File: src/rtl/sjtag_scan_seq.sv
// JTAG scan sequencer: turns command words into paced TCK bursts for the SJTAG bridge
// and collects the returned TDO bits into a response word.
module sjtag_scan_seq #(
    parameter int unsigned LOW_TICKS  = 400,
    parameter int unsigned HIGH_TICKS = 16
) (
    input  logic        clk_192MHz,
    input  logic        rst_n,
    input  logic        cmd_valid,
    output logic        cmd_ready,
    input  logic [1:0]  cmd_op,
    input  logic [5:0]  cmd_len,
    input  logic [31:0] cmd_data,
    input  logic        cmd_exit,
    output logic        rsp_valid,
    input  logic        rsp_ready,
    output logic [31:0] rsp_data,
    output logic        TCK,
    output logic        TMS,
    output logic        TDI,
    output logic        nTRST,
    input  logic        TDO,
    output logic        busy
);

    localparam int unsigned MaxTicks = (LOW_TICKS > HIGH_TICKS) ? LOW_TICKS : HIGH_TICKS;
    localparam int unsigned TickW    = $clog2(MaxTicks + 1);
    localparam logic [TickW-1:0] LowLast  = TickW'(LOW_TICKS - 1);
    localparam logic [TickW-1:0] HighLast = TickW'(HIGH_TICKS - 1);

    localparam logic [1:0] OpTmsSeq  = 2'd0;
    localparam logic [1:0] OpShift   = 2'd1;
    localparam logic [1:0] OpReset   = 2'd2;
    localparam logic [1:0] OpIdleClk = 2'd3;

    typedef enum logic [2:0] {StIdle, StLow, StHigh, StTail, StResp} state_t;

    state_t           state;
    logic [TickW-1:0] tick;
    logic [5:0]       idx;
    logic [5:0]       n_bits;
    logic [1:0]       op;
    logic [31:0]      data;
    logic             shift_exit;

    logic [5:0] cmd_n;
    logic [5:0] idx_prev;
    logic [5:0] idx_next;

    always_comb begin
        cmd_n    = (cmd_len > 6'd32) ? 6'd32 : cmd_len;
        idx_prev = idx - 6'd1;
        idx_next = idx + 6'd1;
    end

    // Pin values for bit i of a command, packed as {TMS, TDI, nTRST}.
    function automatic logic [2:0] bit_vals(input logic [1:0] f_op, input logic [31:0] f_data,
                                            input logic [5:0] i, input logic [5:0] n,
                                            input logic f_exit);
        logic [2:0] v;
        v = 3'b001;
        unique case (f_op)
            OpTmsSeq:  v = {f_data[i[4:0]], 1'b0, 1'b1};
            OpShift:   v = {f_exit && (i == n - 6'd1), f_data[i[4:0]], 1'b1};
            OpReset:   v = 3'b100;
            OpIdleClk: v = 3'b001;
            default:   v = 3'b001;
        endcase
        return v;
    endfunction

    always_ff @(posedge clk_192MHz) begin
        if (!rst_n) begin
            state      <= StIdle;
            tick       <= '0;
            idx        <= '0;
            n_bits     <= '0;
            op         <= '0;
            data       <= '0;
            shift_exit <= 1'b0;
            TCK        <= 1'b0;
            TMS        <= 1'b1;
            TDI        <= 1'b0;
            nTRST      <= 1'b1;
            rsp_valid  <= 1'b0;
            rsp_data   <= '0;
            busy       <= 1'b0;
            cmd_ready  <= 1'b1;
        end else begin
            unique case (state)
                StIdle: begin
                    if (cmd_valid) begin
                        op         <= cmd_op;
                        data       <= cmd_data;
                        shift_exit <= cmd_exit;
                        n_bits     <= cmd_n;
                        rsp_data   <= '0;
                        busy       <= 1'b1;
                        cmd_ready  <= 1'b0;
                        tick       <= '0;
                        idx        <= '0;
                        if (cmd_n == 6'd0) begin
                            state     <= StResp;
                            rsp_valid <= 1'b1;
                        end else begin
                            state <= StLow;
                            {TMS, TDI, nTRST} <= bit_vals(cmd_op, cmd_data, 6'd0, cmd_n,
                                                          cmd_exit);
                        end
                    end
                end
                StLow: begin
                    if (tick == LowLast) begin
                        tick  <= '0;
                        state <= StHigh;
                        TCK   <= 1'b1;
                        // This low phase closes the previous bit's transaction.
                        if (idx != 6'd0) rsp_data[idx_prev[4:0]] <= TDO;
                    end else begin
                        tick <= tick + 1'b1;
                    end
                end
                StHigh: begin
                    if (tick == HighLast) begin
                        tick <= '0;
                        TCK  <= 1'b0;
                        if (idx_next == n_bits) begin
                            state <= StTail;
                        end else begin
                            idx   <= idx_next;
                            state <= StLow;
                            {TMS, TDI, nTRST} <= bit_vals(op, data, idx_next, n_bits,
                                                          shift_exit);
                        end
                    end else begin
                        tick <= tick + 1'b1;
                    end
                end
                StTail: begin
                    if (tick == LowLast) begin
                        tick      <= '0;
                        rsp_data[idx[4:0]] <= TDO;
                        state     <= StResp;
                        rsp_valid <= 1'b1;
                    end else begin
                        tick <= tick + 1'b1;
                    end
                end
                StResp: begin
                    if (rsp_ready) begin
                        state     <= StIdle;
                        rsp_valid <= 1'b0;
                        busy      <= 1'b0;
                        cmd_ready <= 1'b1;
                    end
                end
                default: state <= StIdle;
            endcase
        end
    end

endmodule

File: config.mk
export PLATFORM = sky130hd
export DESIGN_NAME = sjtag_scan_seq
export DESIGN_NICKNAME = d
export VERILOG_FILES = /design/src/rtl/sjtag_scan_seq.sv
export SDC_FILE = /design/constraint.sdc
export NUM_CORES = 1
export LEC_CHECK = 0
export BUFFER_PORTS_ARGS = -buffer_cell sky130_fd_sc_hd__buf_2
export CAP_MARGIN = 20
export CELL_PAD_IN_SITES_DETAIL_PLACEMENT = 1
export CELL_PAD_IN_SITES_GLOBAL_PLACEMENT = 2
export CORE_UTILIZATION = 37
export CTS_BUF_LIST = sky130_fd_sc_hd__clkbuf_8
export DETAILED_ROUTE_END_ITERATION = 7
export GPL_TIMING_DRIVEN = 0
export PLACE_DENSITY_LB_ADDON = 0.1
export RECOVER_POWER = 25
export SLEW_MARGIN = 20
export SYNTH_ARGS = -nofsm -noshare
export SYNTH_HDL_FRONTEND = slang
export SYNTH_SLANG_ARGS = --single-unit
export TNS_END_PERCENT = 20
File: constraint.sdc
create_clock -name clk_192MHz -period 5.28 [get_ports clk_192MHz]
set_input_delay 0.792 -clock clk_192MHz [delete_from_list [all_inputs] [get_ports clk_192MHz]]
set_output_delay 0.792 -clock clk_192MHz [all_outputs]
set_load 0.005 [all_outputs]
-- Word-level counts from Yosys, hierarchy flattened
Index checks and enable logic that the tools add are counted.
- input port bits: 46
- register bits: 98
- word-level logic and storage cells: 134
- output and inout bits: 39
- equality and inequality tests: 23
- magnitude comparators: 6
- multiplexer cells: 59
- $add $sub $neg: 5
- reductions and logical operators: 26
- operators by type and width (cell ; number):
    32-bit 2-to-1 mux ; 4
    32-bit one-hot mux with 3 select lines ; 1
    32-bit bitwise mux ; 2
    9-bit 2-to-1 mux ; 3
    9-bit one-hot mux with 3 select lines ; 1
    6-bit 2-to-1 mux ; 4
    3-bit one-hot mux with 4 select lines ; 2
    1-bit 2-to-1 mux ; 23
    5-bit AND reduction ; 4
    5-bit by 6-bit < comparator with 1-bit output, second input constant ; 3
    3-bit 2-to-1 mux ; 6
    2-bit inequality test, second input constant ; 9
    3-bit one-hot mux with 5 select lines ; 1
    6-bit == test ; 2
    6-bit logical NOT ; 2
    1-bit one-hot mux with 2 select lines ; 6
    6-bit one-hot mux with 2 select lines ; 1
    6-bit by 1-bit subtractor with 6-bit output, second input constant ; 2
    1-bit demux with 5-bit select ; 2
    5-bit by 1-bit greater-or-equal comparator with 1-bit output, second input constant ; 2
    9-bit by 1-bit adder with 9-bit output, second input constant ; 1
    9-bit by 4-bit == test with 1-bit output, second input constant ; 1
    9-bit == test, second input constant ; 1
    3-bit nonzero test ; 3
    other kinds (20) ; 33

-- Depth between registers and ports, before layout
- depth in word-level cells: 9
- gate-level depth with buffers: 12
- mapped depth without buffers: 8

-- Worst setup path after synthesis
No wires, ideal clock.
- kind: reg2reg
- start: register idx[0]
- end: register TMS
- buffers on the path: 3
- library setup time: 0.116 ns
- required time: 5.164 ns
- cell stages (with the launch flop): 12
- path slack: 2.324 ns
- period minus slack after synthesis: 2.956 ns
- arrival: 2.840 ns
- cells stage by stage: dfxtp_1 -> buf_2 -> buf_2 -> inv_1 -> ha_1 -> buf_6 -> mux4_2 -> mux2_2 -> o32a_1 -> o211ai_2 -> o211ai_1 -> a31o_1
- longest elaborated chain between the ends: 7
- elaborated cells on any way between the ends: 12
- those cells by class: 1 x add/sub; 3 x eq/ne; 6 x mux; 2 x reduce/logical
- RTL lines (item ; line ; source):
    from (decl) ; 40 ; logic [5:0] idx;
    from (signal assigned) ; 130 ; idx <= idx_next;
    6-bit by 1-bit adder with 6-bit output * ; 53 ; idx_next = idx + 6'd1;
    1-bit binary-select mux with 5-bit select / 6-bit == test (equally long branches) ; 63, 64 ;
    1-bit 2-to-1 mux (not written as such) / 1-bit logical AND (equally long branches) ; 63, 64 ;
    3-bit one-hot mux with 4 select lines ; 62 ; unique case (f_op)
    1-bit 2-to-1 mux ; 127 ; if (idx_next == n_bits) begin
    1-bit 2-to-1 mux ; 124 ; if (tick == HighLast) begin
    1-bit one-hot mux with 2 select lines ; 90 ; unique case (state)
    to (signal assigned) ; 107 ; {TMS, TDI, nTRST} <= bit_vals(cmd_op, cmd_data, 6'd0, cmd_n,
    to (signal assigned) ; 132 ; {TMS, TDI, nTRST} <= bit_vals(op, data, idx_next, n_bits,
    to (decl) ; 19 ; output logic TMS,
Every way passes the cells marked *; elsewhere a longest branch is shown, timed or not. The select of a mux whose other input is x is not followed.
A chain may end at the register's enable or synchronous reset.

-- Worst setup path in the final report
Same ends and word-level chain as after synthesis.

==> impl_metrics.toml <==
[worst_setup_path]
critPathRequiredTime_ps = 5580
start_kind = "flip-flop"
reg2reg_from = "idx[0]"
crit_arrival_ps = 3920
worstPathMaxFanout = 10
critPathCaptureType = "flip-flop"
ff2ff_path_depth = 11
critPathKind = "flip-flop to flip-flop"
r2r_setup_slack_ps = 1660
reg2reg_to = "TMS"

[global_route]
grt.overflow.total = 0
grt_pass1_vias = 6051
grt_pass1_wl_microns = 32600
grt_start_max_net_pins = 18
antenna_found_initial = 0
grt_usage_pct = 26.0

[detailed_routing]
wl_per_cell_microns = 19.7
wirelength_microns = 20300
dr.pass1.iters = 5
drt-initial-drc-count = 303
via_per_inst = 5.82
vias = 6016
postRouteAntennaNets = 0
route.detailed.drc = 0

[power_and_ir_drop]
p_leak_uw = 0.00254
seq_power_share_pct = 45.1
clkPwrFrac_pct = 29.7
netSwitchingFraction_pct = 35.2
combPwrFrac_pct = 25.2
p_per_area_nw_per_um2 = 276
ir_drop_v = 0.000110
p_int_uw = 1190
power.switching_uw = 648

[placement]
dpl_cell_area_sq_um = 6450
hpwlAfterDp_microns = 15400
gp_congestion = 0.882
io_buffers = 84
placed_cells = 1017

[yosys]
synthSimpleGateAreaFrac_pct = 23.7
syn_area_per_cell_sq_um = 7.75
synth_top_family_by_area = "compound AO/OA/AOI/OAI gates"
synth_edf_count = 0
ys.warnings.count = 0
ys_seq_area_share_pct = 34.0
synthMuxAreaShare_pct = 6.05
synth_area_sq_um = 5770
ys_seq_elements = 98
synth.distinct_cells = 73
synth_cells = 745
synth_ff_type = "dfxtp_1"
ys_async_sr_fraction_pct = 0
synthAdderAreaFrac_pct = 1.30
synth_xor_area_share_pct = 2.54
synth_compound_area_share_pct = 26.6
synth.net_count = 797

[flow_run]
cap_violations = 0

[sta]
fmax_mhz = 276
tightest_slew_ps = 919
finalCritPeriodShare_pct = 68.6
rsz0062_at_grt = "no"
maxSlewHeadroom_pct = 38.5
fin_setup_tns_ps = 0
post-route-min-period_ps = 3620
drv_slew = 0
final-setup-viol-count = 0
clock_skew_ps = 13.3
hold_viol_final = 0

[clocking]
cts_resized = 0
hold_buffers = 0
cts.sinks = 98
cts_buffers = 9
clock_path_buffers = 2
htree_levels = 3
insertion_delay_ps = 400
cts_tree = "done"
clk_pin_slew_ps = 100
cts_root_buf = "clkbuf_8"
cts_setup_buffers = 0

[layout]
multi_input_area_sq_um = 3500
seq_area_sq_um = 1960
fin_nets = 892
fin_area_sq_um = 6650
layout-drive-gt1-share_pct = 17.2
nFillCells = 1955
fin_cells = 1034
syn_to_final_growth_pct = 15.2

[floorplanning]
start_util_pct = 38.0
die_y_microns = 127
dieArea_sq_um = 16100
io_pins = 85
rows = 45
die_w_microns = 127
fp.coreArea_sq_um = 15200

[hold_path]
hold_path.class = "flip-flop to flip-flop"
hold_end = "data[21]"
worst_hold_startpoint = "data[21]"
hold_depth = 2

[outcome]
status = "finished, final reports clean"
## through the flow
| step | hold slack [ps] | utilization (%) | total power, uW | setup slack (ps) |
|---|---|---|---|---|
| after floorplan | 432 | - | 1130 | 2320 |
| after global placement | 432 | 42.3 | 1280 | 1670 |
| after detailed placement | 448 | 42.4 | 1310 | 1630 |
| after CTS | 462 | 43.8 | 1850 | 1590 |
| after global routing | 484 | 43.7 | 1930 | 1450 |
| final | 461 | 43.8 | 1840 | 1660 |
## layer usage
metal / global-route usage, % / vias up / routed length (microns)
met4: 9.03 / 0 / 334
met3: 3.46 / 22 / 692
li1: - / 2892 / -
met5: 0 / - / 0
met1: 35.3 / 2970 / 10000
met2: 42.3 / 132 / 9310
## kinds of logic (layout without fill, tap and decap cells)
family | after synthesis | after routing
other cells | 0 | 1
fa+ha+maj | 6 | 6
buf+inv | 77 | 177
flops | 98 | 98
compound gates | 248 | 248
mux | 23 | 23
simple gates | 281 | 281
xor+xnor | 12 | 12
## power by group through the flow
stage                     Combinational [uW]  Sequential (uW)  Clock (uW)
after CTS                                461              828         560
after floorplan                          297              834           0
after global placement                   440              842           0
final                                    464              829         546
after detailed placement                 460              845           0
after global routing                     515              835         584
## synthesized netlist by cell type, types with 4 or more instances
cell type / n / share of area [%]
a31oi_1: 15 / 1.6
nor2b_1: 14 / 1.5
mux4_2: 9 / 3.5
buf_2: 23 / 2.0
a22oi_1: 8 / 1.0
mux2i_1: 9 / 1.6
o41ai_1: 6 / 0.91
clkbuf_1: 31 / 2.0
nand4_1: 6 / 0.65
inv_1: 16 / 1.0
and3_1: 16 / 1.7
o221a_2: 4 / 0.78
nand3_1: 15 / 1.3
nand2b_1: 5 / 0.54
o21a_1: 5 / 0.65
o21ai_0: 63 / 5.5
ha_1: 6 / 1.3
mux2_2: 5 / 0.98
or3_1: 9 / 0.98
nand3b_1: 5 / 0.65
dfxtp_1: 98 / 34
o32ai_1: 5 / 0.76
o31ai_1: 6 / 0.78
a211oi_1: 6 / 0.78
xnor2_1: 6 / 0.91
and2_1: 5 / 0.54
nor3b_1: 8 / 1.0
a21oi_1: 93 / 8.1
o211a_1: 4 / 0.69
nand2_1: 125 / 8.1
nor4_1: 5 / 0.54
nor3_1: 14 / 1.2
o22ai_1: 8 / 0.87
nor2_1: 37 / 2.4
## cell type report
type | count | share of cell area (%)
Antenna cell | 1 | 0.0376
Timing Repair Buffer | 84 | 6.11
Multi-Input combinational cell | 570 | 52.7
Clock inverter | 6 | 1.09
Tap cell | 188 | 3.54
Clock buffer | 10 | 2.07
Buffer | 59 | 3.99
Sequential cell | 98 | 29.5
Inverter | 18 | 1.02
## layout by cell type (no fill, tap or decap), types with 5 or more instances in the layout
master,count
o21a_1,5
mux4_2,9
ha_1,6
inv_1,16
o31ai_1,6
nor3b_1,8
and3_1,16
nor3_1,12
nand4_1,6
a211oi_1,6
o32ai_1,5
o22ai_1,8
nor2_1,37
and2_1,5
mux2i_1,9
buf_2,96
dfxtp_1,98
a22oi_1,8
nand2_1,125
o21ai_0,63
xnor2_1,6
o41ai_1,6
nand3_1,15
nand3b_1,5
nor2b_1,14
a21oi_1,93
a31oi_1,15
or3_1,9
clkbuf_8,10
clkbuf_1,42
nand2b_1,5
mux2_2,5
## state kept, by name, indices dropped and copies added (netlist names), 2 cells and up
register  cells
data         32
state         3
n_bits        6
idx           6
op            2
tick          9
rsp_data     32
## critical path, cell delays in order (launching register included)
cell and delay [ps]:
dfxtp_1 500, buf_2 330, buf_2 320, inv_1 110, ha_1 370, buf_6 210, mux4_2 540, mux2_2 290
o32a_1 410, o211ai_2 90, o211ai_1 130, a31o_1 220
## worst max-delay path by stage
stage | startpoint | to | cells after the start
after detailed placement | idx[0] | rsp_data[24] | 10
after global routing | idx[0] | TMS | 11
after floorplan | idx[0] | TMS | 11
after CTS | idx[0] | rsp_data[24] | 10
final | idx[0] | TMS | 11
after global placement | idx[0] | TMS | 11
No activity file was read; power rests on OpenSTA's default activity.
